$ cat src/rtl/pong_pkg.sv
// Shared constants for the pong datapath: action encoding, field geometry and
// the paddle controller state encoding.
package pong_pkg;

    localparam logic [2:0] ACT_P0_UP = 3'd1;
    localparam logic [2:0] ACT_P0_DN = 3'd2;
    localparam logic [2:0] ACT_P1_UP = 3'd3;
    localparam logic [2:0] ACT_P1_DN = 3'd4;

    // HALF_PAD matches PAD_HEIGHT/2 in the AI stage.
    localparam logic signed [10:0] Y_MIN    = 11'sd0;
    localparam logic signed [10:0] Y_MAX    = 11'sd480;
    localparam logic signed [10:0] HALF_PAD = 11'sd40;

    typedef enum logic [1:0] {
        ST_IDLE,
        ST_SETTLE,
        ST_SAMPLE,
        ST_MOVE
    } paddle_state_t;

    function automatic logic act_legal(input logic [2:0] act);
        return (act >= ACT_P0_UP) && (act <= ACT_P1_DN);
    endfunction

endpackage

$ cat src/rtl/paddle_clamp.sv
// Combinational saturating move: y + step, computed wide so it cannot wrap,
// then limited to [lo, hi].
module paddle_clamp (
    input  logic signed [10:0] y,
    input  logic signed [10:0] step,
    input  logic signed [10:0] lo,
    input  logic signed [10:0] hi,
    output logic signed [10:0] y_next
);

    logic signed [11:0] sum;

    always_comb begin
        sum = 12'(y) + 12'(step);
        if (sum < 12'(lo)) begin
            y_next = lo;
        end else if (sum > 12'(hi)) begin
            y_next = hi;
        end else begin
            y_next = sum[10:0];
        end
    end

endmodule

$ cat src/rtl/ai_paddle_ctrl.sv
// Per-frame paddle controller: waits for the AI action to settle, samples it,
// ramps the step on repeated actions and commits a clamped y update.
module ai_paddle_ctrl
    import pong_pkg::*;
#(
    parameter int               SETTLE_CYC = 4,
    parameter logic signed [10:0] BASE_STEP = 11'sd4,
    parameter logic signed [10:0] ACCEL     = 11'sd2,
    parameter logic signed [10:0] MAX_STEP  = 11'sd12,
    parameter logic signed [10:0] INIT_Y    = 11'sd240
) (
    input  logic                clk,
    input  logic                rst,
    input  logic                frame_tick,
    input  logic                enable,
    input  logic [2:0]          action,
    output logic signed [10:0]  paddle10_posy,
    output logic signed [10:0]  paddle11_posy,
    output logic                move_done,
    output logic                overrun,
    output logic                illegal_act
);

    localparam int CNT_W = (SETTLE_CYC > 1) ? $clog2(SETTLE_CYC) : 1;
    localparam logic [CNT_W-1:0] CNT_LAST = CNT_W'(SETTLE_CYC - 1);
    localparam logic signed [10:0] CLAMP_LO = Y_MIN + HALF_PAD;
    localparam logic signed [10:0] CLAMP_HI = Y_MAX - HALF_PAD;

    paddle_state_t      state;
    paddle_state_t      next_state;
    logic [CNT_W-1:0]   cnt;
    logic [CNT_W-1:0]   cnt_next;
    logic [2:0]         cur_act;
    logic [2:0]         last_act;
    logic signed [10:0] step;
    logic signed [10:0] step_next;
    logic signed [10:0] step_ramp;
    logic               do_sample;
    logic               do_commit;
    logic               set_overrun;

    logic               sel_p1;
    logic               dir_up;
    logic signed [10:0] y_sel;
    logic signed [10:0] delta;
    logic signed [10:0] y_new;

    always_ff @(posedge clk or posedge rst) begin
        if (rst) begin
            state <= ST_IDLE;
        end else begin
            state <= next_state;
        end
    end

    always_comb begin
        next_state  = state;
        cnt_next    = cnt;
        do_sample   = 1'b0;
        do_commit   = 1'b0;
        set_overrun = frame_tick && (state != ST_IDLE);
        case (state)
            ST_IDLE: begin
                if (frame_tick && enable) begin
                    next_state = ST_SETTLE;
                    cnt_next   = '0;
                end
            end
            ST_SETTLE: begin
                if (!enable) begin
                    next_state = ST_IDLE;
                end else if (cnt == CNT_LAST) begin
                    next_state = ST_SAMPLE;
                end else begin
                    cnt_next = cnt + 1'b1;
                end
            end
            ST_SAMPLE: begin
                if (!enable) begin
                    next_state = ST_IDLE;
                end else begin
                    do_sample  = 1'b1;
                    next_state = ST_MOVE;
                end
            end
            ST_MOVE: begin
                do_commit  = 1'b1;
                next_state = ST_IDLE;
            end
            default: next_state = ST_IDLE;
        endcase
    end

    // Step ramps only while the same legal action repeats frame after frame.
    always_comb begin
        step_ramp = step + ACCEL;
        if (step_ramp > MAX_STEP) begin
            step_ramp = MAX_STEP;
        end
        if (act_legal(action) && (action == last_act)) begin
            step_next = step_ramp;
        end else begin
            step_next = BASE_STEP;
        end
    end

    always_comb begin
        sel_p1 = (cur_act == ACT_P1_UP) || (cur_act == ACT_P1_DN);
        dir_up = (cur_act == ACT_P0_UP) || (cur_act == ACT_P1_UP);
        y_sel  = sel_p1 ? paddle11_posy : paddle10_posy;
        delta  = dir_up ? step : -step;
    end

    paddle_clamp u_clamp (
        .y      (y_sel),
        .step   (delta),
        .lo     (CLAMP_LO),
        .hi     (CLAMP_HI),
        .y_next (y_new)
    );

    always_ff @(posedge clk or posedge rst) begin
        if (rst) begin
            cnt           <= '0;
            cur_act       <= 3'd0;
            last_act      <= 3'd0;
            step          <= BASE_STEP;
            paddle10_posy <= INIT_Y;
            paddle11_posy <= INIT_Y;
            move_done     <= 1'b0;
            overrun       <= 1'b0;
            illegal_act   <= 1'b0;
        end else begin
            cnt       <= cnt_next;
            move_done <= do_commit;
            if (set_overrun) begin
                overrun <= 1'b1;
            end
            if (do_sample) begin
                cur_act <= action;
                step    <= step_next;
                if (!act_legal(action)) begin
                    illegal_act <= 1'b1;
                end
            end
            if (do_commit) begin
                last_act <= cur_act;
                if (act_legal(cur_act)) begin
                    if (sel_p1) begin
                        paddle11_posy <= y_new;
                    end else begin
                        paddle10_posy <= y_new;
                    end
                end
            end
        end
    end

endmodule
$ cat config.mk
export PLATFORM = sky130hd
export DESIGN_NAME = ai_paddle_ctrl
export DESIGN_NICKNAME = d
export VERILOG_FILES = /design/src/rtl/pong_pkg.sv /design/src/rtl/paddle_clamp.sv /design/src/rtl/ai_paddle_ctrl.sv
export SDC_FILE = /design/constraint.sdc
export NUM_CORES = 1
export LEC_CHECK = 0
export CORE_ASPECT_RATIO = 1.25
export CORE_UTILIZATION = 40
export DETAILED_ROUTE_END_ITERATION = 12
export PLACE_DENSITY = 0.69
export SLEW_MARGIN = 20
export SYNTH_ARGS = -nofsm -noshare
export SYNTH_HDL_FRONTEND = slang
export SYNTH_SLANG_ARGS = --single-unit
$ cat constraint.sdc
create_clock -name clk -period 4.79 [get_ports clk]
set_input_delay 1.1975 -clock clk [delete_from_list [all_inputs] [get_ports clk]]
set_output_delay 1.1975 -clock clk [all_outputs]
set_load 0.05 [all_outputs]
==> impl_metrics.prom <==
# TYPE chip_impl_metric gauge
chip_impl_info{name="outcome",value="complete, no violations"} 1
chip_impl_metric{name="track_usage",unit="%"} 17.9
chip_impl_metric{name="clkSinkCount",unit=""} 45
chip_impl_metric{name="total_number_of_vias",unit=""} 2724
chip_impl_metric{name="ys_async_sr_fraction",unit="%"} 100
chip_impl_metric{name="tightestPinTransition",unit="ns"} 0.795
chip_impl_metric{name="post-route-period-util",unit="%"} 81.3
chip_impl_info{name="startpoint_type",value="flop"} 1
chip_impl_metric{name="cts_hold_buffers",unit=""} 0
chip_impl_info{name="holdCritPathClass",value="flop to flop"} 1
chip_impl_info{name="min_from",value="overrun"} 1
chip_impl_metric{name="met1_length",unit="um"} 3220
chip_impl_metric{name="numPortBuffers",unit=""} 31
chip_impl_info{name="highest_delay_cell_along_the_critical_path",value="sky130_fd_sc_hd__or4_1"} 1
chip_impl_info{name="timing.rr.end",value="paddle11_posy[2]"} 1
chip_impl_metric{name="timing.reg2reg.setup_slack",unit="ns"} 0.90
chip_impl_metric{name="detail_route.iter0.violations",unit=""} 137
chip_impl_metric{name="placement_rows",unit=""} 36
chip_impl_metric{name="grt_overflow_total",unit=""} 0
chip_impl_metric{name="post-dp-hpwl",unit="um"} 5210
chip_impl_metric{name="cell_area_after_synthesis",unit="um^2"} 3200
chip_impl_metric{name="number_of_distinct_library_cells_after_synthesis",unit=""} 63
chip_impl_metric{name="max_slew_margin",unit="%"} 46.6
chip_impl_metric{name="antenna_violating_nets_post_route",unit=""} 0
chip_impl_metric{name="setup_violations",unit=""} 0
chip_impl_metric{name="grt_start_max_net_pins",unit=""} 46
chip_impl_metric{name="fin_crit",unit="ns"} 3.89
chip_impl_metric{name="drt_via_density",unit=""} 5.90
chip_impl_metric{name="drt-wirelength-per-cell",unit="um"} 15.4
chip_impl_info{name="tritoncts",value="built"} 1
chip_impl_info{name="top_signal_layer_used",value="met4"} 1
chip_impl_metric{name="weighted_congestion_reported_at_the_end_of_routability_driven_placement",unit=""} 0.888
chip_impl_metric{name="crit_fanout",unit=""} 12
chip_impl_metric{name="synth-edff-count",unit=""} 0
chip_impl_metric{name="via_count_of_the_first_global_routing_pass",unit=""} 2544
chip_impl_info{name="final_common_cell",value="sky130_fd_sc_hd__dfrtp_1"} 1
chip_impl_metric{name="cts_made_buffers",unit=""} 5
chip_impl_metric{name="clock_path_buffers",unit=""} 2
chip_impl_metric{name="min_path_cells",unit=""} 1
chip_impl_metric{name="vdd.ir_drop.worst",unit="uV"} 149
chip_impl_metric{name="detailroute.wirelength.met3",unit="um"} 167
chip_impl_metric{name="pwr_density_cell",unit="nW/um^2"} 304
chip_impl_metric{name="count_of_final_hold_check_violations",unit=""} 0
chip_impl_info{name="whs_endpoint",value="overrun"} 1
chip_impl_metric{name="report.final.slew_viol_count",unit=""} 0
chip_impl_metric{name="max_freq",unit="MHz"} 257
chip_impl_metric{name="htree_levels",unit=""} 2
chip_impl_metric{name="grt_antenna_before_repair",unit=""} 0
chip_impl_metric{name="route.met2.wl",unit="um"} 3580
chip_impl_info{name="chain_of_cells_forming_the_critical_path",value="and3b_1, a21oi_1, buf_4, mux2_2, ha_1, and2_4, or4_1, a211o_1, a211o_1, and4_1, a22o_1"} 1
chip_impl_metric{name="route.final.wire_length",unit="um"} 7140
chip_impl_metric{name="post_cts.resized_instances",unit=""} 0
chip_impl_info{name="r2r-start",value="cur_act[2]"} 1
chip_impl_info{name="synth-main-ff-cell",value="sky130_fd_sc_hd__dfrtp_1"} 1
chip_impl_metric{name="grt_pass1_wl",unit="um"} 11700
chip_impl_metric{name="number_of_flip_flops_and_latches_in_the_synthesized_netlist",unit=""} 45
chip_impl_metric{name="postCtsSetupBuffers",unit=""} 0
chip_impl_metric{name="fin_setup_tns",unit="ns"} 0
chip_impl_metric{name="die_h",unit="um"} 102
chip_impl_metric{name="synth.net_count",unit=""} 370
chip_impl_info{name="crit_type",value="flop to flop"} 1
chip_impl_metric{name="nets",unit=""} 387
chip_impl_metric{name="yosysWarningCount",unit=""} 0
chip_impl_metric{name="post_synth_inst_count",unit=""} 349
chip_impl_metric{name="post_route_drc_violation_count",unit=""} 0
chip_impl_metric{name="syn_avg_cell_area",unit="um^2"} 9.17
chip_impl_metric{name="fillCellCount",unit=""} 752
chip_impl_metric{name="detail_route.first_pass.iterations",unit=""} 4
chip_impl_metric{name="num_io_pins",unit=""} 32
chip_impl_metric{name="dieArea",unit="um^2"} 8370
chip_impl_info{name="crit_start",value="cur_act[2]"} 1
chip_impl_info{name="highest_count_cells_in_the_layout_ignoring_fill_and_taps",value="sky130_fd_sc_hd__dfrtp_1 (36), sky130_fd_sc_hd__clkdlybuf4s50_1 (31), sky130_fd_sc_hd__nand2_1 (25)"} 1
chip_impl_metric{name="timing.clock.skew",unit="ns"} 0.00788
chip_impl_info{name="cp-end-kind",value="flop"} 1
chip_impl_metric{name="design.core.area",unit="um^2"} 7790
chip_impl_metric{name="max_cap_viol_count",unit=""} 0
chip_impl_metric{name="antenna-diode-count",unit=""} 0
chip_impl_metric{name="crit_path_max_incr_delay",unit="ns"} 0.54
chip_impl_metric{name="final_core_util",unit="%"} 46.7
chip_impl_metric{name="arrival",unit="ns"} 4.09
chip_impl_info{name="rsz0062_at_grt",value="false"} 1
chip_impl_metric{name="floorplan.initialDensity",unit="%"} 41.1
chip_impl_info{name="cts_root_buffer",value="sky130_fd_sc_hd__clkbuf_8"} 1
chip_impl_metric{name="clock_insertion_delay_at_the_later_pin_of_the_skew_report",unit="ns"} 0.30
chip_impl_metric{name="final_layout_size_suffix_gt1_share",unit="%"} 13.1
chip_impl_metric{name="data_required_time_at_the_worst_endpoint",unit="ns"} 4.99
chip_impl_info{name="path_common_cell",value="sky130_fd_sc_hd__a211o_1"} 1
chip_impl_metric{name="path_clk_slew",unit="ns"} 0.09
chip_impl_metric{name="ys_seq_area_share",unit="%"} 35.5
chip_impl_metric{name="p_leak",unit="nW"} 1.51
chip_impl_metric{name="dieWidth",unit="um"} 82.0
chip_impl_metric{name="worst_r2r_path_depth",unit=""} 11
chip_impl_metric{name="layout-area-overhead-vs-synth",unit="%"} 13.6
[cell families (layout without fill, tap and decap cells)]
kind of cell / Yosys count / count (layout) / share of synthesized area, %
buffers and inverters: 33 / 51 / 4.69
XOR/XNOR: 22 / 22 / 6.02
adder cells (fa/ha/maj): 14 / 14 / 5.47
multiplexers: 19 / 19 / 6.60
flip-flops: 45 / 45 / 35.5
AND/OR/NAND/NOR: 121 / 121 / 20.8
AO/OA/AOI/OAI: 95 / 95 / 20.9
[worst max-delay path: cells and delay by family (launching register included)]
family / cells / cell delay, ns
and+or+nand+nor: 4 / 1.21
AOI/OAI and AO/OA: 4 / 1.05
muxes: 1 / 0.37
adders and majority gates: 1 / 0.39
buffers and inverters: 1 / 0.23
DFF: 1 / 0.52
[synthesized netlist by cell type, types with 3 or more instances]
cell type	number	share of area, %
sky130_fd_sc_hd__nand3_1	10	1.6
sky130_fd_sc_hd__nand2_1	25	2.9
sky130_fd_sc_hd__dfrtp_1	36	28
sky130_fd_sc_hd__nor3_1	10	1.6
sky130_fd_sc_hd__and3_1	9	1.8
sky130_fd_sc_hd__a21boi_0	3	0.70
sky130_fd_sc_hd__a21o_1	8	1.9
sky130_fd_sc_hd__a211o_1	3	0.82
sky130_fd_sc_hd__a211oi_1	6	1.4
sky130_fd_sc_hd__xnor2_1	11	3.0
sky130_fd_sc_hd__a22o_1	5	1.4
sky130_fd_sc_hd__nor3b_1	4	0.94
sky130_fd_sc_hd__xor2_1	11	3.0
sky130_fd_sc_hd__a32o_1	3	0.94
sky130_fd_sc_hd__nand4_1	4	0.78
sky130_fd_sc_hd__inv_1	9	1.1
sky130_fd_sc_hd__o211ai_1	5	1.2
sky130_fd_sc_hd__o21ai_0	17	2.7
sky130_fd_sc_hd__ha_1	14	5.5
sky130_fd_sc_hd__dfstp_2	9	7.4
sky130_fd_sc_hd__a41oi_1	4	1.1
sky130_fd_sc_hd__buf_6	3	1.1
sky130_fd_sc_hd__nor2_1	24	2.8
sky130_fd_sc_hd__and2_1	5	0.98
sky130_fd_sc_hd__mux2_2	17	6.0
sky130_fd_sc_hd__nand4b_1	3	0.82
sky130_fd_sc_hd__a21oi_1	12	1.9
sky130_fd_sc_hd__clkbuf_1	18	2.1
sky130_fd_sc_hd__buf_2	3	0.47
sky130_fd_sc_hd__nand2b_1	3	0.59
sky130_fd_sc_hd__a31oi_1	8	1.6
sky130_fd_sc_hd__nand3b_1	3	0.70
sky130_fd_sc_hd__nor2b_1	3	0.59
[sequential cells by signal, summed over array words and instances (netlist names)]
| signal | flops |
|---|---|
| paddle10_posy | 11 |
| paddle11_posy | 11 |
| step | 10 |
| cur_act | 3 |
| last_act | 3 |
| cnt | 2 |
| state | 2 |
| illegal_act | 1 |
| move_done | 1 |
| overrun | 1 |
[report_power, final]
part           total, W  switching, W  internal (W)
logic          0.000406      0.000249      0.000157
clock network  0.000257      0.000140      0.000117
registers      0.000442     0.0000381      0.000404
[layer usage]
layer,vias to the layer above,global-route usage [%]
li1,1338,-
met1,1318,21.8
met2,55,31.0
met3,13,2.23
met4,0,7.83
met5,-,0
[layout make-up]
cell class                      instances  area, um^2  area share (%)
Sequential cell                        45        1140            31.3
Tap cell                               95         119            3.27
Inverter                                9        33.8           0.928
Clock buffer                            6        82.6            2.27
Clock inverter                          2        13.8           0.378
Timing Repair Buffer                   34         333            9.15
Multi-Input combinational cell        271        1920            52.8
[worst max path at each step]
stage               slack, ns          endpoint
finish                   0.90  paddle11_posy[2]
global route             0.65  paddle10_posy[6]
CTS                      0.98  paddle11_posy[0]
detailed placement       1.02  paddle11_posy[2]
global placement         1.03  paddle11_posy[2]
floorplan                0.97  paddle11_posy[0]
[through the flow]
step,instance area [um^2],total power (W),worst slack [ns],std cells,hold WS [ns]
floorplan,3200,0.000792,0.970,349,0.470
global route,3640,0.00117,0.646,462,0.517
CTS,3630,0.00110,0.979,462,0.484
global placement,3540,0.000838,1.03,454,0.453
finish,3640,0.00110,0.898,462,0.475
detailed placement,3540,0.000846,1.02,454,0.460
(Power assumes the default switching activity.)
